[src/rtl/switch_debounce.sv]
// Input conditioner: synchronises and debounces six raw board inputs onto sysclk,
// and produces a one-cycle strobe when the debounced write level rises.
module switch_debounce #(
    parameter int unsigned DEBOUNCE_CYCLES = 100000,
    parameter int unsigned CNT_W           = 17
) (
    input  logic sysclk,
    input  logic rst_n,
    input  logic sw1_in,
    input  logic sw2_in,
    input  logic sw3_in,
    input  logic sw4_in,
    input  logic write_in,
    input  logic auto_in,
    output logic sw1,
    output logic sw2,
    output logic sw3,
    output logic sw4,
    output logic write,
    output logic write_pulse,
    output logic auto
);

    localparam int NCh = 6;
    localparam int ChWrite = 4;
    localparam logic [CNT_W-1:0] CntLast = CNT_W'(DEBOUNCE_CYCLES - 1);

    logic [NCh-1:0] raw;
    logic [NCh-1:0] s0_q;
    logic [NCh-1:0] s1_q;
    logic [NCh-1:0] st_q;
    logic [NCh-1:0] st_d;
    logic [CNT_W-1:0] cnt_q [NCh];
    logic [CNT_W-1:0] cnt_d [NCh];
    logic pulse_q;
    logic pulse_d;

    assign raw = {auto_in, write_in, sw4_in, sw3_in, sw2_in, sw1_in};

    // Any sample equal to the stable level clears the count: no partial credit.
    always_comb begin
        for (int i = 0; i < NCh; i++) begin
            st_d[i]  = st_q[i];
            cnt_d[i] = '0;
            if (s1_q[i] != st_q[i]) begin
                if (cnt_q[i] == CntLast) begin
                    st_d[i] = s1_q[i];
                end else begin
                    cnt_d[i] = cnt_q[i] + CNT_W'(1);
                end
            end
        end
        pulse_d = st_d[ChWrite] & ~st_q[ChWrite];
    end

    always_ff @(posedge sysclk or negedge rst_n) begin
        if (!rst_n) begin
            s0_q    <= '0;
            s1_q    <= '0;
            st_q    <= '0;
            pulse_q <= 1'b0;
            for (int i = 0; i < NCh; i++) begin
                cnt_q[i] <= '0;
            end
        end else begin
            s0_q    <= raw;
            s1_q    <= s0_q;
            st_q    <= st_d;
            pulse_q <= pulse_d;
            for (int i = 0; i < NCh; i++) begin
                cnt_q[i] <= cnt_d[i];
            end
        end
    end

    assign sw1         = st_q[0];
    assign sw2         = st_q[1];
    assign sw3         = st_q[2];
    assign sw4         = st_q[3];
    assign write       = st_q[ChWrite];
    assign auto        = st_q[5];
    assign write_pulse = pulse_q;

endmodule

[config.mk]
export PLATFORM = sky130hd
export DESIGN_NAME = switch_debounce
export DESIGN_NICKNAME = d
export VERILOG_FILES = /design/src/rtl/switch_debounce.sv
export SDC_FILE = /design/constraint.sdc
export NUM_CORES = 1
export LEC_CHECK = 0
export ABC_AREA = 1
export CAP_MARGIN = 30
export CORE_MARGIN = 1
export CORE_UTILIZATION = 59
export DETAILED_ROUTE_END_ITERATION = 8
export GPL_ROUTABILITY_DRIVEN = 0
export PLACE_DENSITY = 0.76
export SLEW_MARGIN = 25
export SYNTH_ARGS = -nofsm -noshare
export SYNTH_HDL_FRONTEND = slang
export SYNTH_SLANG_ARGS = --single-unit
[constraint.sdc]
create_clock -name sysclk -period 1.4 [get_ports sysclk]
set_input_delay 0.28 -clock sysclk [delete_from_list [all_inputs] [get_ports sysclk]]
set_output_delay 0.28 -clock sysclk [all_outputs]
set_load 0.02 [all_outputs]
# Word-level counts from Yosys, hierarchy flattened
# Cells that the tools add are included.
# word_totals
wordCells,54
latch_bits,0
register_bits,121
mem_count,0
rom_bits,0
ramBits,0
inputBits,8
# classes
n_div,0
magnitude_cmp,0
add_sub_neg,6
n_shift,0
n_reduce_logical,5
mul,0
n_eq_ne,12
n_bitwise,2
n_mux,14
# op_table
op,n
$mux W17,12
$add A17 B1 Y17 const B,6
$eq A17 B17 Y1 const B,6
$reduce_and A2 Y1,5
$ne A1 B1 Y1,6
$mux W1,2
$and A1 B1 Y1,1
$not A1 Y1,1

# Longest topological paths before layout
# depth
word_depth,4
depth_mapped,9

# Worst setup path after synthesis
# Ideal clock, no wire load.
# synth_path
path_kind,register to register
from,register cnt_q[85] (netlist bit)
to,register cnt_q[100] (netlist bit)
required_time_ps,1283
stages_incl_launch_ff,9
path_slack_ps,116
t_arrival_ps,1167
cell_sequence,dfrtp_1 -> ha_1 -> nand2_1 -> nor2_1 -> nand2_1 -> nor2_2 -> nand2_2 -> nand2_4 -> nor2_1
# synth_rtl
item,line,rtl
from (decl),33,logic [CNT_W-1:0] cnt_q [NCh];
"from (signal, indexed assignment)",71,cnt_q[i] <= cnt_d[i];

==> metrics.csv <==
metric,value,unit
n_antenna_cell,0,
tightest_slew,386,ps
synth.area.mux_share,0,%
slew_viol_final,0,
synth_compound_area_share,3.27,%
fin_area,7950,um^2
async_flop_share,100,%
syn2layout_area_growth,25.8,%
finalCritPeriodShare,99.7,%
outcome,"finished, final reports clean",
synth_top_area_share,47.9,%
clock.fmax,716,MHz
clk_pin_slew,60,ps
synth_area_leader_cell,dfrtp_1,
crit_path_end_kind,register,
clk_path_buf_depth,2,
yosys.area_share.simple,39.4,%
ant_nets,0,
swShare,22.7,%
syn_avg_cell_area,7.61,um^2
grt_max_degree,29,
min_path_type,in2reg,
viasPerCell,5.43,
grt_pass1_wl,24100,um
start_util,60.9,%
vias,5757,
r2r_slack,4,ps
critPathRequiredTime,1820,ps
clk_latency,530,ps
overflow,0,
power_frac_clock,50.5,%
hold_viol,0,
synth_xor_area_share,4.40,%
seq_power_share,44.8,%
cts_buffers,17,
synth_nets,844,
r2r-end,cnt_q[16],
pre_cts_slack,-111,ps
synth_cell_type_count,24,
synth-seq-cells,121,
ff_latch_area,3030,um^2
switchingPower,1.83,mW
intPower,6.25,mW
wl_per_cell,13.7,um
period_needed,1400,ps
cp-start-kind,register,
grtUsageTotal,27.3,%
grt_pass1_vias,5493,
cts_tree,built,
power_leakage,3.43,nW
hold_depth,1,
hold_end,s0_q[0],
grt_setup_unrepaired,true,
reg2regPathDepth,8,
cts_root_buf,clkbuf_8,
hold_path.startpoint,sw1_in,
path_class,reg2reg,
synth_top_family_by_area,simple AND/OR/NAND/NOR gates,
finalSetupViolations,0,
drive_above_1_share,21.9,%
critPathMaxFanout,8,
ys_seq_area_share,47.9,%
synth_most_common_cell,nand2_1,
synthFlopType,dfrtp_1,
die_h,105,um
synthCells,830,
antenna_found_initial,0,
fp.coreArea,10400,um^2
fillers,727,
fin_skew,9.59,ps
synthAdderAreaFrac,1.19,%
multi_input_area,3420,um^2
regToRegStartpoint,cnt_q[0],
io_pins,15,
drtPass1Iterations,7,
yosys_warnings,0,
maxCapViolations,0,
place_hpwl,9590,um
htreeDepth,4,
ir_worst_vdd,909,uV
drt_first_iter_violations,339,
critPathArrivalTime,1820,ps
die-area,11100,um^2
comb_power_share,4.8,%
synthTopCellsByArea,"dfrtp_1 48%, nand2_1 13%, nor2_1 12%",
setup_slack,4.04,ps
dpl-instance-area,6870,um^2
fin_nets,927,
die_w,105,um
powerDensity,1020,nW/um^2
total_power,8.08,mW
maxSlewHeadroom,74.3,%
fin_hold_ws,188,ps
rows,37,
syn_area,6320,um^2
synth_common_cells,"226 x nand2_1, 206 x nor2_1, 121 x dfrtp_1, 58 x nand3_1, 55 x inv_1",
routed_wirelength,14500,um
drc,0,
synth-edff-count,0,
port_buffers,14,
clock_sinks,121,
## layout by cell type (no fill, tap or decap), types with 4 or more instances in the layout
cell type,count
buf_2,5
dfrtp_1,121
nor3b_1,6
nand4_1,26
nor2_1,181
inv_2,10
xor2_2,4
clkdlybuf4s50_1,6
o21ai_0,7
a21o_1,4
buf_12,4
clkbuf_16,16
nor2_2,27
nand3_1,54
xor2_1,22
o21bai_1,14
nand2_2,18
or2_2,5
inv_1,54
nor3_1,10
nand2_1,209
clkbuf_8,5
ha_2,4
buf_4,44
nand2_4,16
nor2_4,23
## flip-flops by register name, summed over array words and instances, names as in the netlist
name,count
write_pulse,1
st_q,6
s0_q,6
cnt_q,102
s1_q,6
## worst max-delay path, cell delays in order, from the launching register on
cell and delay [ps]:
dfrtp_1 400, ha_4 180, nand2_4 60, nor2_4 150
nand2_4 90, nor2_4 130, nand2_2 80, nand2_4 120
nor2_1 60
## cell type report
| cell class | count | area share (%) |
|---|---|---|
| multi-input cells | 647 | 43.0 |
| clock inverters | 10 | 1.18 |
| flip-flops and latches | 121 | 38.1 |
| inverters | 64 | 3.02 |
| repair buffers | 62 | 6.64 |
| clock buffers | 21 | 5.90 |
| well taps | 136 | 2.14 |
## logic make-up (layout without fill, tap and decap cells)
kind of cell,count (synthesis),in the layout
AO/OA/AOI/OAI,31,31
flip-flops,121,121
AND/OR/NAND/NOR,578,580
buffers and inverters,64,157
adder cells (fa/ha/maj),6,6
XOR/XNOR,30,30
## through the flow
step / util (%) / cells / TNS (ps)
4_1_cts: 72.9 / 1050 / -23.7
6_report: 76.7 / 1061 / 0
3_5_place_dp: 66.3 / 1006 / -939
2_1_floorplan: - / 830 / 0
3_3_place_gp: 66.3 / 1006 / 0
5_1_grt: 76.7 / 1061 / -2080
## layer usage
layer  share of wire (%)  GRT usage [%]
met3                 5.4           7.30
met4                 1.7           11.5
met5                   0              0
met1                  43           34.2
met2                  50           44.7
## what timing repair did
item / in CTS / in global routing
pin swaps: 12 / 31
hold buffers: 1 / 0
endpoints found under the hold margin: 111 / 0
resized for setup: 47 / 81
endpoints found under the setup margin: 47 / 81
gates cloned: 1 / 1
setup buffers: 11 / 10
## power by group through the flow
stage / registers (mW) / clock network, mW / logic [mW]
2_1_floorplan: 3.66 / 0 / 0.118
5_1_grt: 3.62 / 4.31 / 0.432
4_1_cts: 3.60 / 4.17 / 0.338
6_report: 3.62 / 4.08 / 0.384
3_3_place_gp: 3.66 / 0 / 0.291
3_5_place_dp: 3.67 / 0 / 0.304
## worst max path at each step
| stage | slack [ps] | start | to | cells past startpoint |
|---|---|---|---|---|
| 2_1_floorplan | 120 | cnt_q[85] | cnt_q[100] | 8 |
| 4_1_cts | -7 | st_q[3] | sw4 | 1 |
| 3_3_place_gp | 30 | cnt_q[52] | cnt_q[61] | 8 |
| 6_report | 4 | cnt_q[0] | cnt_q[16] | 8 |
| 3_5_place_dp | -110 | cnt_q[86] | cnt_q[101] | 8 |
| 5_1_grt | -90 | cnt_q[1] | cnt_q[16] | 8 |
Power figures use the tool's default switching activity.
